**src/rtl/mac_dot_sequencer.sv**
```systemverilog
// mac_dot_sequencer: walks a preloaded operand buffer through the MAC
// start/ready protocol and returns the accumulated dot product.
module mac_dot_sequencer #(
  parameter int DATA_WIDTH = 16,
  parameter int ACC_WIDTH  = 40,
  parameter int DEPTH      = 16,
  parameter int TIMEOUT    = 64,
  parameter int AW         = $clog2(DEPTH)
) (
  input  logic                  clk,
  input  logic                  rst_n,
  input  logic                  wr_en_i,
  input  logic [AW-1:0]         wr_addr_i,
  input  logic [DATA_WIDTH-1:0] wr_a_i,
  input  logic [DATA_WIDTH-1:0] wr_b_i,
  input  logic                  cmd_valid_i,
  output logic                  cmd_ready_o,
  input  logic [AW:0]           cmd_len_i,
  output logic                  mac_start_o,
  output logic                  mac_clr_acc_o,
  output logic [DATA_WIDTH-1:0] mac_a_o,
  output logic [DATA_WIDTH-1:0] mac_b_o,
  input  logic                  mac_ready_i,
  input  logic [ACC_WIDTH-1:0]  mac_acc_i,
  output logic                  res_valid_o,
  input  logic                  res_ready_i,
  output logic [ACC_WIDTH-1:0]  res_data_o,
  output logic                  res_err_o,
  output logic                  busy_o
);

  localparam int CW = $clog2(TIMEOUT + 1);
  localparam logic [AW:0]   MAX_LEN = (AW+1)'(DEPTH);
  localparam logic [CW-1:0] TO_LAST = CW'(TIMEOUT - 1);

  typedef enum logic [2:0] {
    S_IDLE,
    S_CLEAR,
    S_ISSUE,
    S_WAIT,
    S_RESULT
  } state_t;

  state_t               state_q, state_d;
  logic [AW-1:0]        idx_q, idx_d;
  logic [AW:0]          len_q, len_d;
  logic [CW-1:0]        cnt_q, cnt_d;
  logic [ACC_WIDTH-1:0] res_q, res_d;
  logic                 err_q, err_d;

  logic [DATA_WIDTH-1:0] buf_a [DEPTH];
  logic [DATA_WIDTH-1:0] buf_b [DEPTH];

  logic len_ok;
  logic last_elem;
  logic wr_ok;

  assign len_ok    = (cmd_len_i != '0) && (cmd_len_i <= MAX_LEN);
  assign last_elem = ({1'b0, idx_q} == (len_q - 1'b1));
  assign wr_ok     = wr_en_i && (state_q == S_IDLE);

  assign busy_o     = (state_q != S_IDLE);
  assign res_data_o = res_q;
  assign res_err_o  = err_q;

  // Operand storage is deliberately not reset.
  always_ff @(posedge clk) begin
    if (wr_ok) begin
      buf_a[wr_addr_i] <= wr_a_i;
      buf_b[wr_addr_i] <= wr_b_i;
    end
  end

  always_ff @(posedge clk) begin
    if (!rst_n) begin
      state_q <= S_IDLE;
      idx_q   <= '0;
      len_q   <= '0;
      cnt_q   <= '0;
      res_q   <= '0;
      err_q   <= 1'b0;
    end else begin
      state_q <= state_d;
      idx_q   <= idx_d;
      len_q   <= len_d;
      cnt_q   <= cnt_d;
      res_q   <= res_d;
      err_q   <= err_d;
    end
  end

  always_comb begin
    state_d       = state_q;
    idx_d         = idx_q;
    len_d         = len_q;
    cnt_d         = cnt_q;
    res_d         = res_q;
    err_d         = err_q;
    cmd_ready_o   = 1'b0;
    mac_start_o   = 1'b0;
    mac_clr_acc_o = 1'b0;
    mac_a_o       = '0;
    mac_b_o       = '0;
    res_valid_o   = 1'b0;

    unique case (state_q)
      S_IDLE: begin
        // Not ready while reset is still asserted.
        cmd_ready_o = rst_n;
        if (cmd_valid_i) begin
          len_d = cmd_len_i;
          idx_d = '0;
          if (len_ok) begin
            state_d = S_CLEAR;
          end else begin
            res_d   = '0;
            err_d   = 1'b1;
            state_d = S_RESULT;
          end
        end
      end
      S_CLEAR: begin
        mac_clr_acc_o = 1'b1;
        state_d       = S_ISSUE;
      end
      S_ISSUE: begin
        mac_start_o = 1'b1;
        mac_a_o     = buf_a[idx_q];
        mac_b_o     = buf_b[idx_q];
        cnt_d       = '0;
        state_d     = S_WAIT;
      end
      S_WAIT: begin
        cnt_d = cnt_q + 1'b1;
        if (mac_ready_i) begin
          if (last_elem) begin
            res_d   = mac_acc_i;
            err_d   = 1'b0;
            state_d = S_RESULT;
          end else begin
            idx_d   = idx_q + 1'b1;
            state_d = S_ISSUE;
          end
        end else if (cnt_q == TO_LAST) begin
          res_d   = '0;
          err_d   = 1'b1;
          state_d = S_RESULT;
        end
      end
      S_RESULT: begin
        res_valid_o = 1'b1;
        if (res_ready_i) begin
          state_d = S_IDLE;
        end
      end
      default: begin
        state_d = S_IDLE;
      end
    endcase
  end

endmodule

```
**config.mk**
```make
export PLATFORM = sky130hd
export DESIGN_NAME = mac_dot_sequencer
export DESIGN_NICKNAME = d
export VERILOG_FILES = /design/src/rtl/mac_dot_sequencer.sv
export SDC_FILE = /design/constraint.sdc
export NUM_CORES = 1
export LEC_CHECK = 0
export ABC_AREA = 1
export CAP_MARGIN = 0
export CORE_MARGIN = 2
export CORE_UTILIZATION = 30
export CTS_CLUSTER_SIZE = 14
export DETAILED_ROUTE_END_ITERATION = 7
export SYNTH_ARGS = -nofsm -noshare
export SYNTH_HDL_FRONTEND = slang
export SYNTH_SLANG_ARGS = --single-unit
```
**constraint.sdc**
```tcl
create_clock -name clk -period 3.3 [get_ports clk]
set_input_delay 0.825 -clock clk [delete_from_list [all_inputs] [get_ports clk]]
set_output_delay 0.825 -clock clk [all_outputs]
set_load 0.01 [all_outputs]
```
# ---- Yosys cells after proc, flatten, opt, wreduce, memory -nomap -nowiden
# Memory sizes are Yosys's and may differ from the RTL's. A register that Yosys moved wholly into a read port is not among the register bits.
# Cells that the tools add are included.
dict set report classes {
  add_sub_neg 3
  multipliers 0
  div_mod_pow 0
  magnitude_cmp 1
  eq_ne 13
  shift 0
  n_mux 36
  bitwise_logic 0
  n_reduce_logical 11
}
# op n
set ops {}
lappend ops {{two-way mux 40 bit} 5}
lappend ops {{case mux 40 bit (2 select lines)} 1}
lappend ops {{two-way mux 16 bit} 2}
lappend ops {{two-way mux 4 bit} 7}
lappend ops {{two-way mux 3 bit} 6}
lappend ops {{case mux 3 bit (5 select lines)} 1}
lappend ops {{case mux 7 bit (2 select lines)} 1}
lappend ops {{two-way mux 1 bit} 11}
lappend ops {{!= test 2 bit, second input constant} 5}
lappend ops {{case mux 4 bit (2 select lines)} 1}
lappend ops {{adder 7 x 1 -> 7 bit, second input constant} 1}
lappend ops {{== test 7 x 6 -> 1 bit, second input constant} 1}
lappend ops {{== test 3 x 2 -> 1 bit, second input constant} 2}
lappend ops {{!= test 3 bit, second input constant} 2}
lappend ops {{== test 4 x 5 -> 1 bit} 1}
lappend ops {{<= comparator 5 bit, second input constant} 1}
lappend ops {{AND reduction 5 bit} 1}
lappend ops {{nonzero test 5 bit} 1}
lappend ops {{subtractor 5 x 1 -> 5 bit, second input constant} 1}
lappend ops {{adder 4 x 1 -> 4 bit, second input constant} 1}
lappend ops {{AND reduction 4 bit} 1}
lappend ops {{nonzero test 2 bit} 2}
lappend ops {{== test 3 x 1 -> 1 bit, second input constant} 1}
lappend ops {{== test 3 bit, second input constant} 1}
lappend ops {{6 further kinds} 7}
dict set report totals {
  regBits 60
  latchBits 0
  ram_bits 512
  mem_bits_ro 0
  input_bits 87
  out_inout_bits 78
  word_cells 72
  memories 2
}
# memory words width rd rd_ports_with_merged_regs write_ports line_no
set mem_list {}
lappend mem_list {buf_a 16 16 1 1 1 51} ;# logic [DATA_WIDTH-1:0] buf_a [DEPTH];
lappend mem_list {buf_b 16 16 1 1 1 52} ;# logic [DATA_WIDTH-1:0] buf_b [DEPTH];

# ---- Logic depth before layout (Yosys ltp)
# Gate-level depths: netlist of run 1.
dict set report logic_depth {
  ltp_word 7
  depth_mapped 14
  depth_no_buf 13
}

# ---- Worst setup path before layout of run 1
# OpenSTA, ideal clock, no wires.
dict set report synth_path {
  kind {input to register}
  start {in wr_en_i}
  end {mem buf_a[0][0] (enable)}
  setup_ns 0.421
  t_arrival_ns 2.555
  required_time_ns 2.879
  path_slack_ns 0.323
  cell_stages 4
  path_buffers 0
  cell_sequence {inv_1 nor2_1 nand3_1 nor2_1}
}
dict set report synth_between {
  elab_chain_len 3
}
# item line_no
set synth_lines {}
lappend synth_lines {{start: declaration} 12} ;# input logic wr_en_i,
lappend synth_lines {{logical AND 1 bit} 60} ;# assign wr_ok = wr_en_i && (state_q == S_IDLE);
lappend synth_lines {{two-way mux 1 bit} 68} ;# if (wr_ok) begin
lappend synth_lines {{two-way mux 1 bit (not written as such)} 69} ;# buf_a[wr_addr_i] <= wr_a_i;
lappend synth_lines {{end: declaration} 51}
# No other way between the ends.

==> results of run 1 <==
## repair_timing
| action | in CTS | in global routing |
|---|---|---|
| endpoints found under the hold margin | 0 | 0 |
| setup endpoints to repair | 32 | 27 |
| hold buffers | 0 | 0 |
| resized for setup | 151 | 50 |
| buffers inserted | 18 | 5 |
| cloned | 14 | 4 |
| pin swaps | 31 | 40 |
## registers in the layout, indices dropped and copies added (netlist names), named ones only
signal / cells
res_data_o: 40
buf_b: 256
state_q: 3
res_err_o: 1
cnt_q: 7
len_q: 5
idx_q: 4
buf_a: 256
## path summary, 6_finish.rpt
| kind | endpoint | cells after the start | from | slack (ns) |
|---|---|---|---|---|
| setup reg to reg | res_data_o[12] | 11 | cnt_q[0] | 0.92 |
| hold reg to reg | cnt_q[6] | 1 | cnt_q[6] | 0.45 |
| setup / recovery | mac_a_o[4] | 9 | flip-flop | 0.02 |
| hold / removal | cnt_q[6] | 1 | cnt_q[6] | 0.45 |
## cell type report
class                   count  area (sq um)
repair buffers            272          3240
well taps                 978          1220
inverters                  79           330
clock buffers              79          1580
diodes                      3          7.51
flip-flops and latches    576         16700
clock inverters            26           201
fillers                  7149         46900
multi-input cells        1087          5640
## layer usage
metal | GRT usage, % | vias up | routed length (microns)
met5 | 0 | - | 34
met4 | 5.27 | 6 | 1660
met3 | 2.95 | 124 | 5210
met2 | 27.2 | 684 | 31100
met1 | 21.8 | 7981 | 28300
li1 | - | 7278 | -
## worst max-delay path: stages (launching register included)
cell,delay (ns)
dfxtp_4,0.36
buf_12,0.16
buf_6,0.13
buf_6,0.13
buf_12,0.13
o21ai_0,0.09
o221ai_1,0.26
nand3_1,0.14
a21oi_2,0.24
buf_2,0.17
## metrics by stage
stage,area (sq um),setup TNS (ns)
after global placement,26300,0
after global routing,28900,-0.284
after detailed placement,26300,0
final,28900,0
after CTS,28800,-0.416
after floorplan,22900,0
## cells in the final DEF (no fill, tap or decap), types with 35 or more instances in the layout
cell type          n
inv_1             68
dfxtp_1           60
o21ai_0          252
nand2_1          163
edfxtp_1         512
nor2_1           310
buf_12            35
nand3_1           90
buf_4             44
clkbuf_16         64
clkdlybuf4s50_1  132
o221ai_1          95
## kinds of logic (layout without fill, tap and decap cells)
logic type / Yosys count / count (layout)
and+or+nand+nor: 603 / 603
DFF: 576 / 576
AOI/OAI and AO/OA: 478 / 478
buffers and inverters: 209 / 456
adders and majority gates: 3 / 3
xor gates and xnor gates: 3 / 3
other: 0 / 3
## power by group through the flow
stage | combinational, mW | sequential, mW | clock [mW]
3_3_place_gp | 1.89 | 8.50 | 0
5_1_grt | 2.15 | 8.39 | 6.65
3_5_place_dp | 1.92 | 8.51 | 0
6_report | 1.94 | 8.36 | 6.26
2_1_floorplan | 0.892 | 8.57 | 0
4_1_cts | 1.96 | 8.36 | 6.36
==> metrics.csv, run 1 <==
stage,metric,value,unit
setup_path,crit_type,reg -> out,
power_and_ir_drop,clock_power_share,37.8,%
setup_path,arrival,2.45,ns
grt,grt_max_degree,87,
worst_hold_path,min_path_type,reg -> reg,
power_and_ir_drop,finalPower,16.6,mW
sta,fmax,305,MHz
setup_path,critPathLaunchType,flip-flop,
final_layout,stdcell_count,3100,
route,num_vias,16100,
cts,cts_tree,built,
power_and_ir_drop,intPower,12.5,mW
synth,synthCells,1872,
route,drtAntennaViolNets,0,
die,io_pins,165,
grt,overflow,0,
setup_path,worstSetupEndpointType,primary output,
grt,grt_pass1_wl,98000,microns
synth,synth_compound_gate_area_share,12.6,%
power_and_ir_drop,p_switching,4.02,mW
job,cap_viol_max_count,0,
synth,synth_most_common_cell,edfxtp_1,
synth,syn_nets,1962,
synth,synthSimpleGateAreaFrac,10.7,%
power_and_ir_drop,power_density,573,nW/um^2
route,wl_per_cell,21.4,microns
synth,synth_top_family_by_area,compound AO/OA/AOI/OAI gates,
power_and_ir_drop,vdd_drop_max,0.397,mV
route,drt_pass1_iterations,7,
sta,rsz0062_at_grt,true,
placed_design,place_ws,0.172,ns
synth,synth_adder_area_share,0.164,%
placed_design,io_buffers,164,
die,initial_utilization,30.3,%
route,wirelength,66400,microns
synth,synth_edf_count,512,
synth,ys.flop_type,edfxtp_1,
final_layout,drive_gt1_share,13.0,%
sta,fin_hold_ws,0.446,ns
synth,synthTopCellsByCount,"edfxtp_1 (512), nor2_1 (328), o21ai_0 (264), nand2_1 (163), o221ai_1 (96)",
sta,min_period,3.28,ns
sta,post-route-period-util,99.4,%
synth,synth-xor-area-share,0.115,%
synth,async_reset_ff_share,0,%
placed_design,place_inst,2954,
grt,antenna_found_initial,5,
sta,slew_viol_final,0,
grt,grt_pass1_vias,15600,
route,drt_iter0_drc,1491,
die,die_y,281,microns
sta,clock_skew,0.0320,ns
synth,seq_area_frac_synth,72.6,%
sta,maxSlewHeadroom,56.9,%
synth,ys_ff_latch,576,
status,outcome,finished clean,
setup_path,required,2.47,ns
synth,yosys.cell_types.count,34,
route,drc,0,
final_layout,final_nets,2165,
synth,yosys_warnings,0,
route,vias_per_cell,5.18,
synth,synth.cell_area,22900,sq um
die,dieArea,78700,sq um
cts,cts_sinks,576,
placed_design,gp_congestion,0.772,
cts,cts_buffers,59,
synth,synthTopCellsByArea,"edfxtp_1 (67%), o21ai_0 (5.8%), dfxtp_1 (5.6%)",
sta,finalHoldViolations,0,
die,core-area,75800,sq um
synth,synth_top_area_cell,edfxtp_1,
synth,synth_mux_area_share,0,%
grt,grt_usage,16.4,%
power_and_ir_drop,p_seq_share,50.5,%
cts,htreeDepth,2,
cts,ctsLongestPathBuffers,3,
placed_design,dp_hpwl,34300,microns
sta,worstMarginPinSlew,0.645,ns
power_and_ir_drop,combPwrFrac,11.7,%
final_layout,final_core_util,38.1,%
cts,root_buffer,clkbuf_16,
synth,syn-mean-instance-area,12.3,sq um
power_and_ir_drop,p_leak,9.64,nW
sta,final-setup-viol-count,0,
final_layout,syn_to_final_growth,25.9,%
power_and_ir_drop,switching_share,24.3,%
cts,clk_pin_slew,0.06,ns
die,rows,101,
die,die_x,281,microns
sta,setup_slack,0.0208,ns
cts,clk_latency,0.64,ns
setup_path,cp_max_fo,8,
synth,yosysTopAreaCellShare,67.0,%
(Power assumes the default switching activity.)
==> run 2: changes to the inputs <==
Clock period 3.3 ns to 3 ns, I/O delays scaled along.
==> run 2 against run 1 <==
Net effect:
- clock skew decreased by 0.011 ns
- routed wire length up 4.4%
- the run now ends with setup timing left
- cell area is 6.6% higher
- clock power up 22%
- critical path type unchanged
- via count rose by 2.8%
- register-to-register slack lost 0.30 ns
- sequential share of layout area fell by 3.6 points
- die area stayed put
- sequential power grew 10%
- largest cell class unchanged
==> metrics.csv, run 2 (same netlist as run 1, synthesis figures left out) <==
stage,metric,value,unit
status,outcome,"finished, violations left",
setup_path,rrSetupSlack,0.62,ns
grt,grt_pass1_wl,99200,microns
final_layout,final_area,30800,sq um
final_layout,drive_gt1_share,21.2,%
final_layout,multi_input_area,6140,sq um
power_and_ir_drop,vdd_drop_max,0.463,mV
placed_design,gp_congestion,0.782,
die,rows,101,
sta,slew_viol_final,0,
sta,final-setup-viol-count,27,
setup_path,crit_type,reg -> out,
status,violations,setup timing,
power_and_ir_drop,power_density,620,nW/um^2
setup_path,critPathMaxStageDelay,0.36,ns
die,initial_utilization,30.3,%
power_and_ir_drop,finalPower,19.1,mW
final_layout,fill_cells,6803,
cts,cts_buffers,60,
sta,fin_hold_ws,0.440,ns
sta,maxSlewHeadroom,54.6,%
sta,finalHoldViolations,0,
grt,overflow,0,
final_layout,seq_area,16700,sq um
route,wl_per_cell,21.9,microns
setup_path,required,2.25,ns
route,drt_iter0_drc,1647,
job,cap_viol_max_count,0,
final_layout,layout_commonest_cell,edfxtp_1,
route,drtAntennaViolNets,0,
placed_design,place_area,26600,sq um
setup_path,arrival,2.42,ns
route,vias_per_cell,5.22,
placed_design,place_ws,0.0160,ns
sta,fmax,316,MHz
final_layout,syn_to_final_growth,34.3,%
route,drt_pass1_iterations,5,
setup_path,crit_top_cell,buf_12,
cts,clk_latency,0.63,ns
setup_path,critPathLaunchType,flip-flop,
placed_design,dp_hpwl,35400,microns
final_layout,final_cell_mix,"edfxtp_1 (512), nor2_1 (281), o21ai_0 (170)",
die,core-area,75800,sq um
grt,grt_pass1_vias,15900,
cts,cts_tree,built,
setup_path,worstSetupEndpointType,primary output,
die,die_y,281,microns
sta,post-route-period-util,106,%
die,dieArea,78700,sq um
setup_path,crit_path_top_delay_cell,dfxtp_4,
cts,ctsLongestPathBuffers,3,
placed_design,io_buffers,164,
route,num_vias,16500,
sta,setup_slack,-0.169,ns
grt,antenna_found_initial,6,
die,die_x,281,microns
sta,clock_skew,0.0207,ns
route,drc,0,
final_layout,final_nets,2229,
setup_path,path_buf_inv,6,
cts,clk_pin_slew,0.06,ns
sta,min_period,3.17,ns
grt,grt_max_degree,52,
cts,root_buffer,clkbuf_16,
setup_path,cp_max_fo,7,
setup_path,path_cells,"buf_12, inv_12, buf_12, buf_12, buf_16, o21ai_2, o22ai_1, o211ai_1, a21oi_2, buf_6",
grt,grt_usage,16.6,%
power_and_ir_drop,p_leak,10.4,nW
sta,rsz0062_at_grt,true,
die,io_pins,165,
final_layout,final_core_util,40.6,%
cts,postCtsHoldBufs,0,
cts,htreeDepth,2,
route,wirelength,69300,microns
cts,cts_sinks,576,
sta,worstMarginPinSlew,0.678,ns
worst_hold_path,min_path_type,reg -> reg,
setup_path,cp_top_family,buffers and inverters,
run 2: through the flow:
stage	setup TNS [ns]	instances
floorplan	0	1872
global placement	0	2970
detailed placement	0	2970
CTS	-2.69	3133
global route	-4.29	3164
finish	-1.76	3167
run 2: what timing repair did:
item	4_1_cts	5_1_grt
gates cloned	23	16
resized for setup	292	175
setup endpoints to repair	32	32
endpoints found under the hold margin	0	0
pin swaps	80	118
buffers inserted	33	27
run 2: final timing paths:
| path | start | cells past startpoint | endpoint |
|---|---|---|---|
| setup reg to reg | len_q[0] | 13 | res_data_o[35] |
| hold / removal | cnt_q[6] | 1 | cnt_q[6] |
| setup / recovery | flip-flop | 10 | mac_b_o[15] |
| hold reg to reg | cnt_q[6] | 1 | cnt_q[6] |
run 2: report_power, final:
group	leakage [nW]	internal, mW	switching, mW
registers	5.14	9.06	0.138
clock network	0.989	4.50	3.13
logic	4.23	0.961	1.31
run 2: area by class of cell:
type,count,area share (%)
inverter,79,1.04
multi-input combinational,1087,19.9
clock buffer,70,5.07
sequential,576,54.1
antenna,3,0.0244
clock inverter,39,1.48
tap,978,3.97
timing repair buffer,334,14.3
timing repair inverter,1,0.0284
run 2: layer usage:
layer | share of wire (%) | global-route usage, % | vias up
met5 | 0.035 | 0 | -
met4 | 3.2 | 5.72 | 4
met3 | 8.5 | 3.10 | 145
met2 | 47 | 26.8 | 796
met1 | 42 | 22.4 | 8135
li1 | - | - | 7437
==> run 3: changes to the inputs <==
Settings changed: HOLD_SLACK_MARGIN set to 0.05.
Clock period 3 ns to 3.6 ns, I/O delays scaled along.
==> run 3 against run 2 <==
Net effect:
- the flow still finishes with violations (setup timing)
- cell count down 3.2%
- die area unchanged
- combinational power fell by 24%
- clock skew up 0.024 ns
- sequential share of layout area up 3.9 points
- first-iteration DRC count fell by 5.2%
- clock power is 15% lower
- global-route usage shrank 0.51 points
- via count decreased by 4.0%
- cell area fell by 6.7%
- critical endpoint is now mac_b_o[12]
==> metrics.csv, run 3 (same netlist as run 1, synthesis figures left out) <==
stage,metric,value,unit
status,outcome,"finished, violations left",
status,violations,setup timing,
final_layout,fill_cells,7068,
die,initial_utilization,30.3,%
cts,root_buffer,clkbuf_16,
route,num_vias,15900,
grt,grt_pass1_vias,15200,
placed_design,place_inst,2931,
cts,clk_pin_slew,0.06,ns
final_layout,drive_gt1_share,10.8,%
die,dieArea,78700,sq um
cts,ctsLongestPathBuffers,3,
setup_path,path_depth,8,
route,wirelength,65200,microns
die,die_y,281,microns
worst_hold_path,min_path_type,reg -> reg,
cts,cts_buffers,60,
setup_path,crit_path_end,mac_b_o[12],
job,cap_viol_max_count,0,
setup_path,arrival,2.74,ns
final_layout,layout_commonest_cell,edfxtp_1,
grt,grt_max_degree,55,
die,core-area,75800,sq um
cts,clk_latency,0.65,ns
sta,worstMarginPinSlew,0.639,ns
sta,fmax,275,MHz
grt,grt_pass1_wl,95300,microns
placed_design,dp_hpwl,32700,microns
setup_path,cp_max_fo,52,
die,rows,101,
setup_path,cp_top_family,buffers and inverters,
sta,maxSlewHeadroom,57.4,%
final_layout,final_area,28700,sq um
final_layout,final_core_util,37.9,%
final_layout,seq_area,16700,sq um
setup_path,path_buf_inv,4,
cts,cts_tree,built,
cts,cts_sinks,576,
setup_path,crit_path_top_delay_cell,clkdlybuf4s50_1,
setup_path,critPathMaxStageDelay,0.56,ns
grt,overflow,0,
power_and_ir_drop,power_density,552,nW/um^2
setup_path,path_cells,"buf_12, inv_12, buf_16, o21ai_0, o221ai_1, nand3_1, a21oi_2, clkdlybuf4s50_1",
die,io_pins,165,
cts,htreeDepth,2,
power_and_ir_drop,p_leak,9.68,nW
sta,clock_skew,0.0451,ns
sta,post-route-period-util,101,%
route,wl_per_cell,21.3,microns
placed_design,gp_congestion,0.775,
sta,setup_tns,-0.0396,ns
sta,finalHoldViolations,0,
final_layout,stdcell_count,3065,
setup_path,critPathLaunchType,flip-flop,
setup_path,r2r_start,len_q[0],
cts,postCtsHoldBufs,0,
sta,final-setup-viol-count,1,
final_layout,multi_input_area,5640,sq um
setup_path,crit_type,reg -> out,
route,drtAntennaViolNets,0,
setup_path,worstSetupEndpointType,primary output,
sta,slew_viol_final,0,
sta,min_period,3.64,ns
grt,antenna_found_initial,9,
placed_design,io_buffers,164,
setup_path,required,2.70,ns
route,drt_pass1_iterations,6,
grt,grt_usage,16.1,%
setup_path,r2r_cells,13,
sta,setup_slack,-0.0396,ns
placed_design,place_area,26000,sq um
die,die_x,281,microns
route,drc,0,
setup_path,r2r-end,res_data_o[35],
final_layout,final_nets,2125,
final_layout,syn_to_final_growth,25.3,%
sta,rsz0062_at_grt,true,
power_and_ir_drop,vdd_drop_max,0.376,mV
setup_path,rrSetupSlack,1.25,ns
power_and_ir_drop,finalPower,15.9,mW
route,vias_per_cell,5.17,
final_layout,final_cell_mix,"edfxtp_1 (512), nor2_1 (312), o21ai_0 (264)",
route,drt_iter0_drc,1561,
## run 3: cell types whose count changed in the layout (fill, tap and decap cells not counted), sizes merged, moves of 2 or more
cell and delta:
bufbuf +5, clkinvlp +5, clkbuf -8, dlygate4sd2 +17, bufinv +2, buf -126, inv -5, clkinv -4
dlymetal6s2s +10
## run 3: where the power goes
part	switching (mW)	internal, mW
clock	2.62	3.84
combinational	1.02	0.701
sequential	0.116	7.55
## run 3: stage by stage
step	hold WS (ns)	worst slack, ns
2_1_floorplan	0.413	0.548
3_3_place_gp	0.423	0.306
3_5_place_dp	0.436	0.259
4_1_cts	0.443	-0.149
5_1_grt	0.487	-0.169
6_report	0.444	-0.0396
## run 3: what timing repair did
| action | in CTS | in global routing |
|---|---|---|
| setup endpoints to repair | 32 | 14 |
| pin swaps | 5 | 1 |
| gates cloned | 11 | 0 |
| buffers inserted | 9 | 0 |
| endpoints found under the hold margin | 0 | 0 |
| resized for setup | 59 | 27 |
## run 3: worst min-delay path by stage
stage                     startpoint       end  slack, ns  cells past startpoint
final                       cnt_q[6]  cnt_q[6]       0.44                      1
after global routing        cnt_q[6]  cnt_q[6]       0.49                      1
after CTS                   cnt_q[6]  cnt_q[6]       0.44                      1
after detailed placement    cnt_q[6]  cnt_q[6]       0.44                      1
after global placement      cnt_q[6]  cnt_q[6]       0.42                      1
after floorplan             cnt_q[6]  cnt_q[6]       0.41                      1
## run 3: final cells by class
| type | instances | share of cell area, % |
|---|---|---|
| Clock buffer | 73 | 5.49 |
| Antenna cell | 4 | 0.0348 |
| Tap cell | 978 | 4.26 |
| Clock inverter | 37 | 1.75 |
| Timing Repair Buffer | 230 | 9.66 |
| Inverter | 79 | 1.17 |
| Timing Repair inverter | 1 | 0.0305 |
| Sequential cell | 576 | 58.0 |
| Multi-Input combinational cell | 1087 | 19.6 |
## run 3: metal layers
layer | track usage (%) | up-vias | share of wire, %
met5 | 0 | - | 0.094
met4 | 5.54 | 10 | 2.6
met3 | 3.59 | 111 | 8.6
met2 | 26.2 | 643 | 47
met1 | 21.2 | 7907 | 42
li1 | - | 7190 | -
## run 3: worst reg2reg max path, delay by kind of cell, from the launching register on
| family | cells | cell delay [ns] |
|---|---|---|
| adder cells (fa/ha/maj) | 1 | 0.31 |
| buffers and inverters | 3 | 0.53 |
| flip-flops | 1 | 0.36 |
| AND/OR/NAND/NOR | 9 | 1.01 |
